### src/rtl/adc_sample_sequencer_pkg.sv
// rtl/adc_sample_sequencer_pkg.sv - shared state encoding and default widths for the ADC sample sequencer
package adc_sample_sequencer_pkg;

   localparam int CNT_W_DEF = 16;
   localparam int NUM_W_DEF = 8;

   typedef enum logic [2:0] {
      S_IDLE  = 3'd0,
      S_DELAY = 3'd1,
      S_TRIG  = 3'd2,
      S_WAIT  = 3'd3,
      S_GAP   = 3'd4,
      S_DONE  = 3'd5
   } state_t;

endpackage

### src/rtl/adc_sample_sequencer_edge_detect.sv
// rtl/adc_sample_sequencer_edge_detect.sv - rise/fall detector for a same-domain level signal
module adc_sample_sequencer_edge_detect #(
   parameter logic RESET_VAL = 1'b1
) (
   input  logic clk,
   input  logic reset,
   input  logic sig,
   output logic rise,
   output logic fall
);

   logic hist;

   // History register. During reset it holds RESET_VAL only while the line agrees,
   // so a line already low when reset is released is not taken as a falling edge.
   always_ff @(posedge clk) begin
      if (reset) hist <= sig & RESET_VAL;
      else       hist <= sig;
   end

   assign rise = sig & ~hist;
   assign fall = hist & ~sig;

endmodule

### src/rtl/adc_sample_sequencer.sv
// rtl/adc_sample_sequencer.sv - burst of ADC conversions timed from the end of each reset pulse
module adc_sample_sequencer
   import adc_sample_sequencer_pkg::*;
#(
   parameter int CNT_W = CNT_W_DEF,
   parameter int NUM_W = NUM_W_DEF
) (
   input  logic             clk,
   input  logic             reset,
   input  logic             reset_in,
   input  logic [CNT_W-1:0] delay_time,
   input  logic [CNT_W-1:0] interval_time,
   input  logic [NUM_W-1:0] num_samples,
   input  logic             adc_done,
   output logic             adc_convst,
   output logic [NUM_W-1:0] sample_index,
   output logic             frame_start,
   output logic             frame_done,
   output logic             overrun
);

   state_t           state, state_n;
   logic [CNT_W-1:0] cnt, cnt_n;
   logic [CNT_W-1:0] interval_q, interval_n;
   logic [NUM_W-1:0] num_q, num_n;
   logic [NUM_W-1:0] index_n;
   logic             convst_n, start_n, done_n, overrun_n;
   logic             rise, fall;

   adc_sample_sequencer_edge_detect #(.RESET_VAL(1'b1)) u_edge (
      .clk   (clk),
      .reset (reset),
      .sig   (reset_in),
      .rise  (rise),
      .fall  (fall)
   );

   // State and registered outputs; every output is the registered copy of its next value.
   always_ff @(posedge clk) begin
      if (reset) begin
         state        <= S_IDLE;
         cnt          <= '0;
         interval_q   <= '0;
         num_q        <= '0;
         sample_index <= '0;
         adc_convst   <= 1'b0;
         frame_start  <= 1'b0;
         frame_done   <= 1'b0;
         overrun      <= 1'b0;
      end else begin
         state        <= state_n;
         cnt          <= cnt_n;
         interval_q   <= interval_n;
         num_q        <= num_n;
         sample_index <= index_n;
         adc_convst   <= convst_n;
         frame_start  <= start_n;
         frame_done   <= done_n;
         overrun      <= overrun_n;
      end
   end

   // Next state; a rising reset_in mid-frame aborts before anything else is considered,
   // so a coincident adc_done is not counted.
   always_comb begin
      state_n    = state;
      cnt_n      = cnt;
      interval_n = interval_q;
      num_n      = num_q;
      index_n    = sample_index;
      convst_n   = 1'b0;
      start_n    = 1'b0;
      done_n     = 1'b0;
      overrun_n  = 1'b0;
      if (rise && state != S_IDLE && state != S_DONE) begin
         overrun_n = 1'b1;
         state_n   = S_IDLE;
      end else begin
         case (state)
            S_IDLE: begin
               if (fall) begin
                  cnt_n      = delay_time;
                  interval_n = interval_time;
                  num_n      = num_samples;
                  index_n    = '0;
                  start_n    = 1'b1;
                  state_n    = (num_samples == '0) ? S_DONE : S_DELAY;
               end
            end
            S_DELAY, S_GAP: begin
               if (cnt == '0) begin
                  convst_n = 1'b1;
                  state_n  = S_TRIG;
               end else begin
                  cnt_n = cnt - CNT_W'(1);
               end
            end
            S_TRIG: state_n = S_WAIT;
            S_WAIT: begin
               if (adc_done) begin
                  if (sample_index == num_q - NUM_W'(1)) begin
                     state_n = S_DONE;
                  end else begin
                     index_n = sample_index + NUM_W'(1);
                     cnt_n   = (interval_q == '0) ? CNT_W'(1) : interval_q;
                     state_n = S_GAP;
                  end
               end
            end
            S_DONE: begin
               done_n  = 1'b1;
               state_n = S_IDLE;
            end
            default: state_n = S_IDLE;
         endcase
      end
   end

endmodule
### config.mk
export PLATFORM = sky130hd
export DESIGN_NAME = adc_sample_sequencer
export DESIGN_NICKNAME = d
export VERILOG_FILES = /design/src/rtl/adc_sample_sequencer_pkg.sv /design/src/rtl/adc_sample_sequencer_edge_detect.sv /design/src/rtl/adc_sample_sequencer.sv
export SDC_FILE = /design/constraint.sdc
export NUM_CORES = 1
export LEC_CHECK = 0
export ABC_AREA = 1
export CORE_ASPECT_RATIO = 0.5
export CORE_MARGIN = 8
export CORE_UTILIZATION = 30
export DETAILED_ROUTE_END_ITERATION = 7
export DONT_BUFFER_PORTS = 1
export PLACE_DENSITY = 0.43
export SLEW_MARGIN = 20
export SYNTH_ARGS = -nofsm -noshare
export SYNTH_HDL_FRONTEND = slang
export SYNTH_SLANG_ARGS = --single-unit
### constraint.sdc
create_clock -name clk -period 4.2 [get_ports clk]
set_clock_uncertainty 0.15 [all_clocks]
set_input_delay 0.42 -clock clk [delete_from_list [all_inputs] [get_ports clk]]
set_output_delay 0.42 -clock clk [all_outputs]
set_load 0.02 [all_outputs]
==> run_results.csv <==
group,metric,value,unit
outcome,outcome,"finished, final reports clean",
worst_setup_path,r2r_start,"num_q[0]$_SDFFE_PP0P_",
worst_setup_path,end_kind,"flip-flop",
synthesis,synthFlopType,"dfxtp_1",
worst_setup_path,critical_path.cell_chain,"inv_1 -> ha_1 -> nand2_1 -> nor2_1 -> nand2_1 -> nand2_1 -> inv_2 -> nand3_1 -> nor2_1 -> nand2_2 -> nand3_2 -> nor2b_1 -> nor2_1",
clock_tree,postCtsSetupRepairBufs,0,
synthesis,synth_cell_types,37,
synthesis,synth_edf_count,0,
place,placed_area,0.00341,mm2
timing,fmax,0.377,GHz
floorplan,dieArea,0.0149,mm2
worst_setup_path,critPathMaxFanout,29,
clock_tree,clk_pin_slew,0.08,ns
layout,seq_area,0.00112,mm2
min_path,holdCritPathClass,"in2reg",
worst_setup_path,critPathMaxStageDelay,0.51,ns
synthesis,syn_area_per_cell,6.33,um2
clock_tree,cts.sinks,56,
clock_tree,clock_path_buffers,2,
worst_setup_path,crit_family,"simple AND/OR/NAND/NOR gates",
grt,grt_pass1_vias,3030,
grt,grt_pass1_wl,15400,um
worst_setup_path,required,4.24,ns
worst_setup_path,arrival,2.69,ns
route,vias,3115,
synthesis,synth_nets,573,
layout,syn2layout_area_growth,8.59,%
layout,diodes,0,
min_path,hold_end,"sample_index[5]$_SDFFE_PP0P_",
timing,rsz0062_at_grt,"no",
timing,slew_violations,0,
worst_setup_path,start_kind,"flip-flop",
layout,fin_cells,660,
timing,worst_slew_pin_slew,0.578,ns
worst_setup_path,reg2reg_depth,13,
worst_setup_path,r2r_slack,1.55,ns
floorplan,row_count,27,
route,routed_via_density,4.72,
worst_setup_path,r2r_end,"cnt[4]$_SDFFE_PP0P_",
route,ant_nets,0,
timing,period_share,63.2,%
floorplan,die_h,90.4,um
clock_tree,root_buffer,"clkbuf_16",
synthesis,synthCells,525,
synthesis,synth.most_common_cell,"nand2_1",
run,max_cap_violations,0,
grt,track_usage,12.7,%
clock_tree,htree_levels,2,
synthesis,synth.cell_area,0.00332,mm2
clock_tree,cts_buffers,5,
timing,setup_viol,0,
timing,slew_headroom,61.4,%
worst_setup_path,worstSetupPathType,"reg2reg",
synthesis,async_flop_share,0,%
synthesis,yosysTopAreaCell,"dfxtp_1",
synthesis,synth_warnings,0,
timing,worst_slack,1.55,ns
pwr,powerDensity,698,mW/mm2
floorplan,chipWidth,165,um
route,drt_pre_antenna_iters,4,
floorplan,io_pins,56,
synthesis,synthTopCellsByCount,"nand2_1, nor2_1, inv_1, dfxtp_1, a21oi_1",
floorplan,start_util,30.5,%
timing,fin_crit,2.65,ns
clock_tree,clk_latency,0.30,ns
layout,nFillCells,1249,
clock_tree,cts_tree,"yes",
pwr,power_leakage,1.60,nW
grt,grt_max_degree,32,
layout,final_area,0.00361,mm2
grt,grt_overflow_total,0,
place,place_congestion,0.796,
worst_setup_path,cp_slowest_cell,"nand3_2",
layout,multi_input_area,0.00182,mm2
route,drt_wl_total,9420,um
place,dp_hpwl,7210,um
route,wl_per_cell,14.3,um
worst_setup_path,crit_buf_inv,2,
timing,finalHoldViolations,0,
layout,drive_gt1_share,6.60,%
floorplan,coreArea,0.0109,mm2
synthesis,synth_area_leaders,"dfxtp_1, nand2_1, nor2_1, inv_1, a21oi_1",
route,drc_errors,0,
route,drt-initial-drc-count,119,
grt,grt_antenna_before_repair,0,
synthesis,ys_seq_elements,56,
timing,setup_tns,0,ns
place,dp_slack,1.52,ns
pwr,peakVddDrop,193,uV
synthesis,netlist.area_leader.share,33.8,%
place,port_buffers,0,
synthesis,ys_seq_area_share,33.8,%
min_path,hp-start,"reset",
layout,fin_util,33.1,%
layout,fin_nets,562,
place,place_inst,651,
min_path,min_path_cells,1,
repair_timing:
item                      4_1_cts  5_1_grt
gates resized for setup         0        0
hold endpoints to repair        1        0
hold buffers                    1        0
kinds of logic after synthesis:
| family | count (synthesis) | synth area share (%) |
|---|---|---|
| buffers and inverters | 93 | 11.4 |
| AOI/OAI and AO/OA | 98 | 16.3 |
| and+or+nand+nor | 265 | 34.7 |
| DFF | 56 | 33.8 |
| adders and majority gates | 4 | 1.51 |
| xor gates and xnor gates | 9 | 2.37 |
layout by cell type (no fill, tap or decap), types with 4 or more instances in the layout:
cell type    n
a21oi_1     39
a22oi_1     10
clkbuf_16    5
dfxtp_1     56
ha_1         4
inv_1       61
inv_2        8
nand2_1    118
nand3_1     21
nand4_1     18
nor2_1      81
nor2_2       5
nor3_1       6
o21ai_0     34
o31ai_1      4
xnor2_1      4
xor2_1       5
state kept, by name (all words and copies together), names as in the netlist:
| signal | cells |
|---|---|
| cnt | 16 |
| interval_q | 16 |
| num_q | 8 |
| sample_index | 8 |
| state | 3 |
| adc_convst | 1 |
| frame_done | 1 |
| frame_start | 1 |
| overrun | 1 |
| u_edge.hist | 1 |
metal layers:
layer	track usage, %	wire length [um]	part of all wire (%)	vias up
li1	-	-	-	1668
met1	15.9	4620	49	1393
met2	21.0	4250	45	42
met3	3.59	442	4.7	12
met4	3.20	116	1.2	0
met5	0	0	0	-
report_power, final:
part           switching (W)  total [W]  internal, W
Sequential          0.000125   0.000774     0.000649
Clock               0.000209   0.000524     0.000315
Combinational       0.000814    0.00122     0.000405
area by class of cell:
cell class / instances / share of cell area (%)
flip-flops and latches: 56 / 31.1
repair buffers: 4 / 0.902
multi-input cells: 376 / 50.5
clock buffers: 7 / 4.23
clock inverters: 1 / 0.833
well taps: 145 / 5.03
inverters: 71 / 7.43
metrics by stage:
step | hold WS (ns) | power [W]
after detailed placement | 0.298 | 0.00201
after global routing | 0.0136 | 0.00277
after CTS | 0.0172 | 0.00255
after global placement | 0.298 | 0.00202
final | 0.0269 | 0.00252
after floorplan | 0.289 | 0.00177
worst reg2reg max path: cells and delay by family, from the launching register on:
kind | cells | cell delay (ns)
simple gates | 10 | 1.61
flops | 1 | 0.32
fa+ha+maj | 1 | 0.32
buf+inv | 2 | 0.15
worst max path at each step:
stage	start	endpoint	cells after the start
floorplan	num_q[0]$_SDFFE_PP0P_	cnt[6]$_SDFFE_PP0P_	16
global placement	num_q[0]$_SDFFE_PP0P_	cnt[6]$_SDFFE_PP0P_	13
detailed placement	num_q[0]$_SDFFE_PP0P_	cnt[4]$_SDFFE_PP0P_	13
CTS	num_q[0]$_SDFFE_PP0P_	cnt[4]$_SDFFE_PP0P_	13
global route	num_q[0]$_SDFFE_PP0P_	cnt[7]$_SDFFE_PP0P_	13
finish	num_q[0]$_SDFFE_PP0P_	cnt[4]$_SDFFE_PP0P_	13
No activity file was read; power rests on OpenSTA's default activity.
